File: src/rtl/binary_decoder_seq.sv
// binary_decoder_seq: registered binary-to-one-hot decoder with an optional scanning walker
// Ports: clk rising-edge clock; rst asynchronous active-high reset; en global enable (low freezes all state);
//   valid_in/i/mode present a code to accept (mode 0 decode, 1 scan); y registered one-hot result (zero = none);
//   valid_out one-cycle pulse on every y update; err last accepted code was >= NUM_OUT; busy high while scanning.
// Build option: define DECODER_SCAN_EN to include the SCAN state, the dwell counter and busy;
//   without it every accept decodes, mode is ignored and busy is tied low.
module binary_decoder_seq #(
  parameter int N       = 3,
  parameter int NUM_OUT = 8,
  parameter int DWELL   = 1
) (
  input  logic               clk,
  input  logic               rst,
  input  logic               en,
  input  logic               valid_in,
  input  logic [N-1:0]       i,
  input  logic               mode,
  output logic [NUM_OUT-1:0] y,
  output logic               valid_out,
  output logic               err,
  output logic               busy
);
  localparam logic [N:0] LIMIT = (N+1)'(NUM_OUT);
  logic               accept;
  logic               in_range;
  logic [NUM_OUT-1:0] code_oh;
  logic [NUM_OUT-1:0] y_q, y_d;
  logic               err_q, err_d;
  logic               vld_q, vld_d;
  assign accept   = en && valid_in;
  assign in_range = {1'b0, i} < LIMIT;
  assign code_oh  = in_range ? NUM_OUT'(1) << i : '0;
`ifdef DECODER_SCAN_EN
  typedef enum logic [1:0] {IDLE, HOLD, SCAN} state_t;
  localparam logic [7:0] LAST = 8'(DWELL - 1);
  state_t     state_q, state_d;
  logic [7:0] cnt_q, cnt_d;
  logic       step;
  // an accept on the same edge takes priority, so a due step is simply dropped
  assign step = en && !valid_in && state_q == SCAN && cnt_q == LAST;
  always_comb begin
    state_d = state_q;
    y_d     = y_q;
    err_d   = err_q;
    vld_d   = step;
    cnt_d   = cnt_q;
    if (accept) begin
      state_d = mode ? SCAN : HOLD;
      // an out-of-range scan start still walks, beginning from output 0
      y_d     = (mode && !in_range) ? NUM_OUT'(1) : code_oh;
      err_d   = !in_range;
      vld_d   = 1'b1;
      cnt_d   = '0;
    end else if (en && state_q == SCAN) begin
      // rotate keeps exactly one bit set and wraps NUM_OUT-1 -> 0 with no gap
      y_d   = step ? {y_q[NUM_OUT-2:0], y_q[NUM_OUT-1]} : y_q;
      cnt_d = step ? '0 : cnt_q + 8'd1;
    end
  end
  assign busy = state_q == SCAN;
`else
  typedef enum logic {IDLE, HOLD} state_t;
  state_t state_q, state_d;
  logic   unused_mode;
  assign unused_mode = mode;
  always_comb begin
    state_d = accept ? HOLD : state_q;
    y_d     = accept ? code_oh : y_q;
    err_d   = accept ? !in_range : err_q;
    vld_d   = accept;
  end
  assign busy = 1'b0;
`endif
  always_ff @(posedge clk or posedge rst) begin
    if (rst) begin
      state_q <= IDLE;
      y_q     <= '0;
      err_q   <= 1'b0;
      vld_q   <= 1'b0;
`ifdef DECODER_SCAN_EN
      cnt_q   <= '0;
`endif
    end else begin
      state_q <= state_d;
      y_q     <= y_d;
      err_q   <= err_d;
      vld_q   <= vld_d;
`ifdef DECODER_SCAN_EN
      cnt_q   <= cnt_d;
`endif
    end
  end
  assign y         = y_q;
  assign err       = err_q;
  assign valid_out = vld_q;
endmodule

File: config.mk
export PLATFORM = sky130hd
export DESIGN_NAME = binary_decoder_seq
export DESIGN_NICKNAME = d
export VERILOG_FILES = /design/src/rtl/binary_decoder_seq.sv
export SDC_FILE = /design/constraint.sdc
export NUM_CORES = 1
export LEC_CHECK = 0
export CORE_AREA = 2 2 39 41
export DETAILED_ROUTE_END_ITERATION = 16
export DIE_AREA = 0 0 41 43
export REMOVE_ABC_BUFFERS = 1
export SYNTH_ARGS = -nofsm -noshare
export SYNTH_HDL_FRONTEND = slang
export SYNTH_SLANG_ARGS = --single-unit
File: constraint.sdc
create_clock -name clk -period 1 [get_ports clk]
set_input_delay 0.1 -clock clk [delete_from_list [all_inputs] [get_ports clk]]
set_output_delay 0.1 -clock clk [all_outputs]
set_load 0.02 [all_outputs]
Word-level counts from Yosys, hierarchy flattened
Cells that the tools add are included.
{"block": "totals", "regBits": 9, "latchBits": 0, "ram_bits": 0, "romBits": 0, "memories": 0}
{"block": "classes", "addsub": 0, "mul": 0, "div": 0, "magnitude_cmp": 0, "n_eq_ne": 0, "shifts": 1, "mux": 0, "bitwise_logic": 0, "reduce_logical": 1}
{"op": "$shl A1 B3 Y8 const A", "count": 1}
{"op": "$logic_and A1 B1 Y1", "count": 1}

Logic depth before layout (Yosys ltp)
Gate-level depths: netlist (run 1).
{"block": "logic_depth", "ltp_word": 1, "mapped_depth": 2, "depth_no_buf": 2}

Worst setup path after synthesis (run 1)
Ideal clock, no wire load.
{"block": "synth_path", "path_kind": "flip-flop to flip-flop", "start": "reg y[0] (netlist name)", "end": "reg y_q[0] (netlist: y[0])", "setup_time_ns": 0.125, "t_arrival_ns": 0.700, "slack_ns": 0.175, "stages_incl_launch_ff": 2, "n_path_buf": 0, "period_less_slack_ns": 0.825, "cell_sequence": "dfrtp_1 > mux2_4"}
{"element": "end signal, assigned", "line": "85", "rtl": "y_q <= y_d;"}
{"element": "end, declared", "line": "27", "rtl": "logic [NUM_OUT-1:0] y_q, y_d;"}

Worst setup path in the final report (run 1)
{"block": "layout_path", "start": "in en", "end": "reg y_q[4] (netlist: y[4])"}
{"block": "layout_between", "elab_chain_len": 1}
{"element": "start, declared", "line": "14", "rtl": "input logic en,"}
{"element": "$logic_and A1 B1 Y1", "line": "30", "rtl": "assign accept = en && valid_in;"}
Every way passes these cells.
A chain may end at the register's enable or synchronous reset.

==> impl_metrics.py, run 1 <==
metrics = {
    "synth": {
        "yosysTopAreaCell": "dfrtp_1",
        "synth_common_cells": "9 x dfrtp_1, 4 x inv_1, 4 x o2bb2ai_1",
        "synthFlopType": "dfrtp_1",
        "ys_top_cells_by_area": "dfrtp_1 58%, o2bb2ai_1 9.1%, mux2_4 7.8%, a22o_1 4.5%, nand4b_1 4.5%",
        "ys_types": 12,
        "synth.avg_cell_area_um2": 12.9,
        "yosys.cell_count.top_type": "dfrtp_1",
        "netlist.area_leader.share_pct": 58.3,
        "synth_cells": 30,
        "ys_seq_area_share_pct": 58.3,
        "synthArstFlopShare_pct": 100,
        "synth_seq_cells": 9,
        "netlist_area_um2": 387,
        "ys_warn_count": 0,
        "synth-edff-count": 0,
    },
    "sta": {
        "setup_violations": 0,
        "maxSlewViolCount": 0,
        "finClkSkew_ns": 0,
        "period_minus_slack_ns": 0.971,
        "max_clock_freq_ghz": 1.03,
        "rsz0062_at_grt": "no",
        "hold_violations": 0,
        "fin_hold_ws_ns": 0.0980,
        "fin_crit_sh_pct": 97.1,
    },
    "floorplan": {
        "coreArea_um2": 1380,
        "dieHeight_um": 43,
        "die-area_um2": 1760,
        "rows": 14,
        "initial_core_util_pct": 27.9,
        "io_pins": 19,
        "dieWidth_um": 41,
    },
    "power": {
        "p_leak_nw": 0.311,
        "p_per_area_nw_per_um2": 1470,
        "ir_drop_uv": 608,
        "finalPower_mw": 0.859,
    },
    "detailed_routing": {
        "drc": 0,
        "route.vias.total": 305,
        "ant_nets": 0,
        "wirelength_um": 841,
        "wl_per_cell_um": 11.8,
        "routed_via_density": 4.30,
        "first_iter_violations": 3,
        "dr.pass1.iters": 2,
    },
    "grt": {
        "globalRoute.totalOverflow": 0,
        "grt_max_degree": 10,
        "grt_use_total_pct": 11.7,
        "antenna_found_initial": 0,
        "grt_pass1_wl_um": 1310,
        "first_global_vias": 319,
    },
    "clock_tree": {
        "clock_path_buffers": 2,
        "cts.clk_slew.worst_paths_ns": 0.06,
        "cts.sinks": 9,
        "cts_tree": "built",
        "ctsHtreeMaxLevel": 1,
        "clockRootBuffer": "clkbuf_4",
        "clk_latency_ns": 0.25,
        "ctsHoldBuffers": 0,
        "numCtsBuffers": 3,
    },
    "cells_and_area": {
        "nFillCells": 159,
        "diodes": 0,
        "finish.net_count": 64,
        "drive_gt1_share_pct": 40.0,
        "fin_area_um2": 586,
        "area_delta_synth_final_pct": 51.5,
    },
    "outcome": {
        "outcome": "completed",
    },
    "run": {
        "cap_violations": 0,
    },
    "worst_setup_path": {
        "critPathCaptureType": "flip-flop",
        "path_buf_inv": 1,
        "worst-setup-path-type": "in -> reg",
        "worstPathArrival_ns": 1.11,
        "critPathMaxFanout": 6,
        "critPathRequiredTime_ns": 1.14,
        "crit_chain": "clkdlybuf4s50_1 > nand2_2 > mux2_4",
        "slowest_delay_ns": 0.55,
        "cpMaxStageDelayCell": "clkdlybuf4s50_1",
        "path_delay_family": "buffers and inverters",
        "start_kind": "primary input",
    },
    "worst_hold_path": {
        "min_path_type": "in -> async",
    },
    "place": {
        "numPortBuffers": 15,
        "placedInstanceArea_um2": 598,
        "gp_congestion": 0.673,
    },
}
## metal layers
metal,up-vias,routed length (µm),GRT usage [%]
met2,8,422,18.1
met3,2,66,5.24
met5,-,0,0
li1,152,-,-
met1,143,343,11.7
met4,0,8,8.00
## final cells by class
cell class                 instances  area [µm²]  area share, %
inverter                           4        15.0           2.56
multi-input combinational         16         135           23.1
timing repair buffer              22         164           28.0
tap                               16        20.0           3.42
sequential                         9         225           38.5
clock buffer                       4        26.3           4.49
## repair_timing
item | CTS | global route
endpoints found under the hold margin | 0 | 0
gates resized for setup | 28 | 7
setup endpoints to repair | 9 | 7
buffers inserted | 0 | 0
## worst reg2reg max path: cells and delay by family (launching register included)
| family | cells | cell delay [ns] |
|---|---|---|
| flops | 1 | 0.37 |
| mux | 1 | 0.24 |
| buf+inv | 1 | 0.13 |
## through the flow
stage               worst slack (ns)  cells  utilization, %  TNS (ns)
finish                        0.0295     71            42.3         0
global route                 0.00521     71            42.3         0
CTS                          0.00197     71            45.5         0
detailed placement            -0.224     67            43.2     -1.80
global placement              -0.183     67            43.2     -1.46
floorplan                      0.175     29               -         0
## path summary, 6_finish.rpt
check | slack [ns] | endpoint | depth (start not counted) | start
worst max-delay path | 0.03 | y[4] | 3 | en
min in group clk | 0.49 | y[3] | 1 | y[3]
worst min-delay path | 0.1 | y[7] | 2 | rst
worst min register to register | 0.49 | y[3] | 1 | y[3]
worst max register to register | 0.14 | y[4] | 2 | y[4]
max in group asynchronous | 0.65 | y[1] | 2 | rst
## cells by family after synthesis
logic type	synth area share, %
muxes	7.77
buffers and inverters	7.76
DFF	58.3
and+or+nand+nor	11.7
AOI/OAI and AO/OA	13.6
other	0.970
## power by group
part	internal, mW	switching (mW)	leakage (nW)
sequential	0.390	0.0116	0.121
combinational	0.0868	0.0916	0.176
clock	0.154	0.126	0.0150
## state kept, by name, indices dropped and copies added, names as in the netlist
register	count
y	8
valid_out	1
## placed cells by master (no fill, tap or decap), drive strengths merged
cell type      netlist  routed
nor3b                1       1
buf                  2      15
o2bb2ai              4       4
mux2                 2       2
nand2                1       1
inv                  4       4
nor3                 1       1
clkbuf               0       4
and4                 1       1
clkdlybuf4s15        0       1
conb                 1       2
a22o                 2       2
dfrtp                9       9
clkdlybuf4s50        0       6
nand4b               2       2
No activity file was read; power rests on OpenSTA's default activity.
==> run 2, diff against run 1 <==
--- a/config.mk
+++ b/config.mk
@@ -8,6 +8,8 @@
 export CORE_AREA = 2 2 39 41
 export DETAILED_ROUTE_END_ITERATION = 16
 export DIE_AREA = 0 0 41 43
+export GPL_TIMING_DRIVEN = 0
+export RECOVER_POWER = 50
 export REMOVE_ABC_BUFFERS = 1
 export SYNTH_ARGS = -nofsm -noshare
 export SYNTH_HDL_FRONTEND = slang
==> run 2 against run 1 <==
Compared with the run above:
- combinational power down 13%
- maximum frequency decreased by 1.3%
- register-to-register slack improved by 0.12 ns
- sequential power is essentially flat
- total power down 2.7%
- design area decreased by 9.2%
- clock power about the same
- largest power group unchanged
- highest routed layer is now met3
==> impl_metrics.py, run 2 (same netlist as run 1, synthesis figures left out) <==
metrics = {
    "outcome": {
        "outcome": "completed",
    },
    "grt": {
        "grt_use_met3_pct": 8.38,
        "first_global_vias": 268,
        "globalRoute.totalOverflow": 0,
        "grt_use_met2_pct": 15.3,
        "busiest_layer": "met2",
        "grt_use_total_pct": 11.1,
        "use_met1_pct": 11.6,
        "grt_max_degree": 10,
        "grt_pass1_wl_um": 1190,
        "antenna_found_initial": 0,
    },
    "sta": {
        "max_clock_freq_ghz": 1.02,
        "maxSlewViolCount": 0,
        "period_minus_slack_ns": 0.983,
        "setup_violations": 0,
        "rsz0062_at_grt": "no",
        "hold_violations": 0,
        "fin_crit_sh_pct": 98.3,
        "finClkSkew_ns": 0,
    },
    "clock_tree": {
        "numCtsBuffers": 3,
        "ctsHtreeMaxLevel": 1,
        "post_cts_resize_count": 33,
        "cts_tree": "built",
        "clock_path_buffers": 2,
        "clk_latency_ns": 0.25,
        "post_cts_buffers": 0,
        "ctsHoldBuffers": 0,
        "cts.sinks": 9,
        "clockRootBuffer": "clkbuf_4",
        "cts.clk_slew.worst_paths_ns": 0.06,
    },
    "worst_setup_path": {
        "critPathRequiredTime_ns": 1.14,
        "critPathMaxFanout": 9,
        "worstSetupStartpoint": "en",
        "worstPathArrival_ns": 1.12,
        "crit_chain": "clkdlybuf4s50_1 > nand2_4 > mux2_4",
        "slowest_delay_ns": 0.58,
        "start_kind": "primary input",
        "path_buf_inv": 1,
        "path_delay_family": "buffers and inverters",
        "rr_startpoint": "y[0]",
        "critPathCaptureType": "flip-flop",
        "cpMaxStageDelayCell": "clkdlybuf4s50_1",
        "worst-setup-path-type": "in -> reg",
    },
    "cells_and_area": {
        "drive_gt1_share_pct": 31.3,
        "largest_reg_flops": 8,
        "final_cell_mix": "9 x buf_2, 9 x dfrtp_1, 5 x clkdlybuf4s50_1",
        "nFillCells": 166,
        "area_delta_synth_final_pct": 37.5,
        "finish.net_count": 57,
        "layoutNonFillerInstCount": 64,
        "utilization_pct": 38.4,
        "diodes": 0,
    },
    "power": {
        "ir_drop_uv": 740,
        "p_per_area_nw_per_um2": 1570,
        "p_leak_nw": 0.282,
    },
    "place": {
        "gp_congestion": 0.660,
        "dp_cells": 60,
        "numPortBuffers": 15,
    },
    "detailed_routing": {
        "dr.pass1.iters": 2,
        "route.vias.total": 290,
        "first_iter_violations": 3,
        "routed_via_density": 4.53,
        "wl_per_cell_um": 12.3,
        "drc": 0,
        "wirelength_um": 790,
        "ant_nets": 0,
    },
    "worst_hold_path": {
        "min_path_type": "in -> async",
    },
    "floorplan": {
        "dieWidth_um": 41,
        "coreArea_um2": 1380,
        "rows": 14,
        "io_pins": 19,
        "initial_core_util_pct": 27.9,
        "dieHeight_um": 43,
        "die-area_um2": 1760,
    },
    "run": {
        "cap_violations": 0,
    },
}
run 2: cell type report:
| cell class | instances | area [µm²] | share of cell area (%) |
|---|---|---|---|
| repair buffers | 15 | 105 | 19.8 |
| clock buffers | 4 | 26.3 | 4.94 |
| well taps | 16 | 20.0 | 3.76 |
| inverters | 4 | 15.0 | 2.82 |
| multi-input cells | 16 | 140 | 26.4 |
| flip-flops and latches | 9 | 225 | 42.4 |
run 2: worst paths after layout:
kind                       slack [ns]   end  depth (start not counted)
setup / recovery                 0.02  y[0]                          3
hold / removal                   0.23  y[6]                          2
setup reg to reg                 0.26  y[0]                          1
hold reg to reg                  0.49  y[5]                          1
max in group asynchronous        0.51  y[1]                          2
min in group clk                 0.49  y[5]                          1
run 2: through the flow:
stage	area, µm²	power (mW)	setup TNS (ns)	hold WS [ns]	worst slack [ns]
finish	532	0.836	0	0.232	0.0168
global route	532	0.891	0	0.257	0.00229
CTS	546	0.857	0	0.103	0.00129
detailed placement	546	0.588	-1.45	0.389	-0.254
global placement	546	0.586	-1.41	0.385	-0.251
floorplan	375	0.493	0	-0.0721	0.175
run 2: where the power goes:
group	internal, mW	switching, mW
logic	0.0655	0.0881
registers	0.390	0.0115
clock network	0.154	0.128
total	0.609	0.227
run 2: metal layers:
| layer | up-vias | part of all wire, % |
|---|---|---|
| li1 | 140 | - |
| met1 | 142 | 44 |
| met2 | 8 | 48 |
| met3 | 0 | 7.6 |
| met4 | 0 | 0 |
| met5 | - | 0 |
==> run 3, diff against run 2 <==
--- a/config.mk
+++ b/config.mk
@@ -9,6 +9,7 @@
 export DETAILED_ROUTE_END_ITERATION = 16
 export DIE_AREA = 0 0 41 43
 export GPL_TIMING_DRIVEN = 0
+export MAX_ROUTING_LAYER = met4
 export RECOVER_POWER = 50
 export REMOVE_ABC_BUFFERS = 1
 export SYNTH_ARGS = -nofsm -noshare
==> results of run 3 <==
No change in the layout: final DEF, timing and power equal those of run 2.
Main changes from that run: final weighted congestion in routability-driven placement 0.660 -> 0.666; overall routing resource usage 11.1% -> 11.3%
